File: config.mk
export PLATFORM = sky130hd
export DESIGN_NAME = wreg_dest_pipe
export DESIGN_NICKNAME = d
export VERILOG_FILES = /design/src/rtl/wreg_dest_pipe.sv
export SDC_FILE = /design/constraint.sdc
export NUM_CORES = 1
export LEC_CHECK = 0
export BUFFER_PORTS_ARGS = -buffer_cell sky130_fd_sc_hd__buf_2
export CORE_UTILIZATION = 45
export CTS_BUF_LIST = sky130_fd_sc_hd__clkbuf_4
export DETAILED_ROUTE_END_ITERATION = 7
export PLACE_DENSITY = 0.75
export SETUP_SLACK_MARGIN = 0.05
export SLEW_MARGIN = 25
export SYNTH_ARGS = -nofsm -noshare
export SYNTH_HDL_FRONTEND = slang
export SYNTH_HIERARCHICAL = 1
export SYNTH_SLANG_ARGS = --single-unit
export TNS_END_PERCENT = 30
File: constraint.sdc
create_clock -name clk -period 2.2 [get_ports clk]
set_clock_uncertainty 0.1 [all_clocks]
set_input_delay 0.11 -clock clk [delete_from_list [all_inputs] [get_ports clk]]
set_output_delay 0.11 -clock clk [all_outputs]
set_load 0.005 [all_outputs]
File: src/rtl/wreg_dest_pipe.sv
// Destination-register tracker for the E..W pipeline: selects rt/rd/link at decode,
// carries it through STAGES registers with stall/flush, and reports source matches.

module wreg_dest_stage #(
    parameter int REG_AW = 5
) (
    input  logic              clk,
    input  logic              resetn,
    input  logic              flushHere,
    input  logic              stallHere,
    input  logic              stallUp,
    input  logic [REG_AW-1:0] dstUp,
    input  logic [REG_AW-1:0] rsD,
    input  logic [REG_AW-1:0] rtD,
    output logic [REG_AW-1:0] dst,
    output logic              valid,
    output logic              matchRs,
    output logic              matchRt
);
    // Flush wins over a local stall; a free stage behind a stalled one takes a bubble.
    always_ff @(posedge clk or negedge resetn) begin
        if (!resetn)        dst <= '0;
        else if (flushHere) dst <= '0;
        else if (stallHere) dst <= dst;
        else if (stallUp)   dst <= '0;
        else                dst <= dstUp;
    end

    assign valid   = |dst;
    assign matchRs = valid && (dst == rsD) && (|rsD);
    assign matchRt = valid && (dst == rtD) && (|rtD);
endmodule

module wreg_dest_pipe #(
    parameter int REG_AW   = 5,
    parameter int STAGES   = 3,
    parameter int LINK_REG = 31,
    parameter int SEL_W    = 2
) (
    input  logic                     clk,
    input  logic                     resetn,
    input  logic                     regwrite_d,
    input  logic [1:0]               dst_mode_d,
    input  logic [REG_AW-1:0]        rs_d,
    input  logic [REG_AW-1:0]        rt_d,
    input  logic [REG_AW-1:0]        rd_d,
    input  logic [STAGES:0]          stall,
    input  logic [STAGES-1:0]        flush,
    output logic [STAGES*REG_AW-1:0] dst_q,
    output logic [STAGES-1:0]        valid_q,
    output logic [STAGES-1:0]        match_rs,
    output logic [STAGES-1:0]        match_rt,
    output logic                     fwd_rs_hit,
    output logic [SEL_W-1:0]         fwd_rs_sel,
    output logic                     fwd_rt_hit,
    output logic [SEL_W-1:0]         fwd_rt_sel
);
    typedef enum logic [1:0] {
        MODE_RT   = 2'b00,
        MODE_RD   = 2'b01,
        MODE_LINK = 2'b10,
        MODE_RSVD = 2'b11
    } dstMode_t;

    logic [REG_AW-1:0]             dstSel;
    logic [STAGES:0][REG_AW-1:0]   chain;

    // Reserved mode is silently a non-write.
    always_comb begin
        dstSel = '0;
        if (regwrite_d) begin
            case (dstMode_t'(dst_mode_d))
                MODE_RT:   dstSel = rt_d;
                MODE_RD:   dstSel = rd_d;
                MODE_LINK: dstSel = REG_AW'(LINK_REG);
                default:   dstSel = '0;
            endcase
        end
    end

    assign chain[0] = dstSel;

    for (genvar i = 0; i < STAGES; i++) begin : gStage
        wreg_dest_stage #(.REG_AW(REG_AW)) uStage (
            .clk      (clk),
            .resetn   (resetn),
            .flushHere(flush[i]),
            .stallHere(stall[i+1]),
            .stallUp  (stall[i]),
            .dstUp    (chain[i]),
            .rsD      (rs_d),
            .rtD      (rt_d),
            .dst      (chain[i+1]),
            .valid    (valid_q[i]),
            .matchRs  (match_rs[i]),
            .matchRt  (match_rt[i])
        );
    end

    assign dst_q = chain[STAGES:1];

    // Youngest producer (lowest index) holds the most recent value.
    function automatic logic [SEL_W-1:0] lowestIdx(input logic [STAGES-1:0] v);
        lowestIdx = '0;
        for (int i = STAGES - 1; i >= 0; i--)
            if (v[i]) lowestIdx = SEL_W'(i);
    endfunction

    assign fwd_rs_hit = |match_rs;
    assign fwd_rt_hit = |match_rt;
    assign fwd_rs_sel = lowestIdx(match_rs);
    assign fwd_rt_sel = lowestIdx(match_rt);
endmodule
# == Yosys cells after proc, flatten, opt, wreduce, memory -nomap -nowiden ==
# Index checks and enable logic that the tools add are counted.
# classes
reduce_logical,20
eq_ne,11
muxes,17
# op_table
op,n
$mux W5,10
$eq A5 B5 Y1,6
$reduce_or A5 Y1,5
$pmux W5 S3,1
$logic_and A1 B1 Y1,12
$mux W2,6
$ne A2 B1 Y1 const B,3
$reduce_or A3 Y1,2
$eq A2 B1 Y1 const B,1
$eq A2 B2 Y1 const B,1
$logic_not A2 Y1,1
# totals
reg_bits,15
output_inout_bits,30
input_bits,27

# == Longest topological paths before layout ==
# logic_depth
ltp_word,6
ltp_mapped,5

# == Hierarchy ==
# The synthesis kept the hierarchy.
# by_module_without_submodules
mod,area_per_inst_um2,cells_per_inst,n_inst,seq_area_each_um2
wreg_dest_stage,351.6,41,3,125.1
wreg_dest_pipe,126.4,23,1,0.0

# == Worst setup path after synthesis ==
# No wires, ideal clock.
# synth_timing
kind,reg2out
from,register gStage[1].uStage.dst[1]
to,output fwd_rs_hit
t_required_ns,1.990
path_buffers,0
path_slack_ns,0.415
path_stages_with_launch,5
arrival_time_ns,1.575
cell_sequence,dfrtp_1 or4_1 nor2_2 a211oi_1 or3_1
# synth_between
elab_chain_cells,4
word_cells_on_any_way,5
# synth_lines
item,line_no,text
from (decl),15,"output logic [REG_AW-1:0] dst,"
from (signal assigned),24,else if (stallHere) dst <= dst;
from (signal assigned),26,else dst <= dstUp;
$eq A5 B5 Y1 or $reduce_or A5 Y1 (tied branches),"30, 29",
$logic_and A1 B1 Y1 (*) (2 in a row),30,assign matchRs = valid && (dst == rsD) && (|rsD);
named net match_rs[1],51,"output logic [STAGES-1:0] match_rs,"
$reduce_or A3 Y1 (*),109,assign fwd_rs_hit = |match_rs;
to (decl),53,"output logic fwd_rs_hit,"
# The timed path passes the listed nets; every way through them passes the cells marked *.

# == Final worst setup path ==
# layout_timing
from,register gStage[1].uStage.dst[1]
to,output fwd_rt_hit
# layout_between
elab_chain_cells,4
word_cells_on_any_way,5
# layout_lines
item,line_no,text
$eq A5 B5 Y1 or $reduce_or A5 Y1 (tied branches),"31, 29",
$logic_and A1 B1 Y1 (*) (2 in a row),31,assign matchRt = valid && (dst == rtD) && (|rtD);
$reduce_or A3 Y1 (*),110,assign fwd_rt_hit = |match_rt;
to (decl),55,"output logic fwd_rt_hit,"
# Every way passes the cells marked *; elsewhere a longest branch is shown, timed or not.

==> results.sh <==
export IMPL_syn_area_um2=1181
export IMPL_yosysTopAreaCellShare=0.3178
export IMPL_r2r_end="gStage[2].uStage/dst[0]$_DFFE_PN0P_"
export IMPL_synth_most_common_cell="nor2_1"
export IMPL_initial_utilization=0.4768
export IMPL_gp_congestion=0.8407
export IMPL_yosys_most_used_dff="dfrtp_1"
export IMPL_regToRegStartpoint="gStage[1].uStage/dst[0]$_DFFE_PN0P_"
export IMPL_wirelength_um=3689
export IMPL_synth_nets=173
export IMPL_synth_simple_area_share=0.2998
export IMPL_synthMuxAreaShare=0
export IMPL_status="complete, no violations"
export IMPL_fin_crit_ns=2.164
export IMPL_cp_start_kind="flop"
export IMPL_largest_register="gStage.uStage/dst"
export IMPL_path_class="flop to output pin"
export IMPL_synth_seq_cells=15
export IMPL_hp_start="stall[0]"
export IMPL_holdPathStages=4
export IMPL_leakage_nw=0.7929
export IMPL_first_iter_violations=28
export IMPL_cp_max_fo=4
export IMPL_clock_sinks=15
export IMPL_synth_compound_area_frac=0.1854
export IMPL_path_clk_slew_ns=0.08
export IMPL_die_w_um=53.23
export IMPL_p_int_uw=414.5
export IMPL_power_total_uw=585.7
export IMPL_worstSetupEndpointType="output pin"
export IMPL_yosysUniqueCellTypes=18
export IMPL_firstDrtPassIters=4
export IMPL_slew_headroom=0.7140
export IMPL_rows=18
export IMPL_dp_hpwl_um=2594
export IMPL_tritoncts="done"
export IMPL_worstPathArrival_ns=1.95
export IMPL_reg_top3="gStage.uStage/dst x15"
export IMPL_grt_overflow_total=0
export IMPL_ys_async_sr_fraction=1.000
export IMPL_avgViaCountPerCell=5.656
export IMPL_post_drt_wl_per_cell_um=14.94
export IMPL_vdd_drop_max_uv=374.7
export IMPL_postRouteAntennaNets=0
export IMPL_fp_dieH_um=53.23
export IMPL_hold_class="input pin to flop"
export IMPL_synthAdderAreaFrac=0
export IMPL_yosysSeqAreaShare=0.3178
export IMPL_cp_data_required_time_ns=1.99
export IMPL_clock_root_buffer="clkbuf_4"
export IMPL_largest_register_ffs=15
export IMPL_yosys_warnings=6
export IMPL_antennaDiodeCount=0
export IMPL_syn2layout_area_growth_pct=42.16
export IMPL_insertion_delay_ns=0.28
export IMPL_crit_path_start="gStage[1].uStage/dst[1]$_DFFE_PN0P_"
export IMPL_grt_usage=0.2851
export IMPL_post_route_util=0.6778
export IMPL_slew_violations=0
export IMPL_worstMarginPinSlew_ns=0.4264
export IMPL_cp_slowest_cell="or4_4"
export IMPL_first_global_vias=1316
export IMPL_whs_ns=0.08891
export IMPL_grt_pass1_wl_um=5865
export IMPL_p_sw_uw=171.2
export IMPL_hold_violations=0
export IMPL_die_area_um2=2833
export IMPL_route_detailed_drc=0
export IMPL_cp_cell_sequence="or4_4, nor2_4, a211oi_2, or3_1, buf_2"
export IMPL_hold_path_endpoint="gStage[0].uStage/dst[0]$_DFFE_PN0P_"
export IMPL_synth_common_cells="nor2_1, xnor2_1, dfrtp_1"
export IMPL_avgSynthCellArea_um2=8.090
export IMPL_p_per_area_nw_per_um2=348.8
export IMPL_synth_area_leaders="dfrtp_1, xnor2_1, nor2_1"
export IMPL_antenna_found_initial=0
export IMPL_synth_area_leader_cell="dfrtp_1"
export IMPL_clockBufferDepth=2
export IMPL_synth_edf_count=0
export IMPL_synth_top_family_by_area="simple AND/OR/NAND/NOR gates"
export IMPL_regToRegSetupSlack_ns=1.08
export IMPL_layout_drive_gt1_share=0.4055
export IMPL_clkPwrFrac=0.255
export IMPL_synthXorXnorAreaFrac=0.1780
export IMPL_seq_area_um2=382.9
export IMPL_switching_share=0.2923
export IMPL_final_nets=245
export IMPL_core_area_um2=2477
export IMPL_fin_crit_sh=0.9838
export IMPL_fmax_mhz=462.0
export IMPL_vias=1397
export IMPL_cts_buffers_inserted=3
export IMPL_htree_levels=1
export IMPL_seqPwrFrac=0.484
export IMPL_combinationalPowerShare=0.261
export IMPL_syn_instance_count=146
export IMPL_slowest_delay_ns=0.55
export IMPL_reg2reg_depth=3
export IMPL_grt_max_degree=16
export IMPL_multi_input_area_um2=824.5
export IMPL_drv_cap=0
export IMPL_rsz0062_at_grt="yes"
export IMPL_setup_viol=0
export IMPL_fill_cells=213
export IMPL_port_buffers=56
export IMPL_ioPinCount=57
-- through the flow --
stage	instance area [µm²]	TNS, ns	cells	setup WS (ns)
2_1_floorplan	1181	0	146	0.4148
3_3_place_gp	1488	0	229	0.3009
3_5_place_dp	1488	0	229	0.2528
4_1_cts	1675	0	247	0.03653
5_1_grt	1679	-0.06533	247	-0.03894
6_report	1679	0	247	0.03554
-- worst max-delay path by stage --
stage | slack, ns | endpoint | depth (start not counted)
2_1_floorplan | 0.41 | fwd_rs_hit | 4
3_3_place_gp | 0.30 | fwd_rt_hit | 5
3_5_place_dp | 0.25 | fwd_rt_hit | 5
4_1_cts | 0.04 | fwd_rt_hit | 5
5_1_grt | -0.04 | fwd_rt_hit | 5
6_report | 0.04 | fwd_rt_hit | 5
-- critical path, delay by kind of cell, from the launching register on --
family / cells / cell delay, ns
compound gates: 1 / 0.08
buf+inv: 1 / 0.13
flops: 1 / 0.38
simple gates: 3 / 1.09
-- what timing repair did --
item	in CTS	in global routing
buffers inserted	10	0
endpoints found under the setup margin	2	3
pin swaps	3	3
hold buffers	4	0
resized for setup	14	1
hold endpoints to repair	30	0
-- power groups by stage --
stage | Clock (mW) | Combinational, mW | Sequential, mW
after floorplan | 0 | 0.0654 | 0.289
after global placement | 0 | 0.131 | 0.290
after detailed placement | 0 | 0.133 | 0.290
after CTS | 0.154 | 0.152 | 0.283
after global routing | 0.168 | 0.169 | 0.284
final | 0.149 | 0.153 | 0.283
-- logic make-up after synthesis --
kind of cell | count (synthesis)
xor gates and xnor gates | 24
DFF | 15
and+or+nand+nor | 69
buffers and inverters | 6
AOI/OAI and AO/OA | 32
-- cells in the final DEF (no fill, tap or decap), drive strengths merged --
cell / count
buf: 66
nor2: 32
xnor2: 24
dfrtp: 15
nand2: 11
nor3b: 11
a21oi: 9
o41ai: 6
nand4: 6
a22oi: 6
a211oi: 6
o22ai: 5
dlygate4sd3: 4
clkbuf: 3
or4: 3
inv: 3
nand2b: 2
nor2b: 2
or3: 2
clkinv: 1
-- layout make-up --
type / count / area share
multi-input combinational: 125 / 0.4911
timing repair buffer: 70 / 0.2355
sequential: 15 / 0.2280
tap: 30 / 0.02235
clock buffer: 3 / 0.01341
inverter: 3 / 0.006706
clock inverter: 1 / 0.002981
-- per-layer routing --
metal	wire (µm)	global-route usage	vias to the layer above
met4	13	0.09649	0
met2	1811	0.4917	62
met5	0	0	-
met1	1623	0.3565	664
met3	240	0.04310	2
li1	-	-	669
No activity file was read; power rests on OpenSTA's default activity.
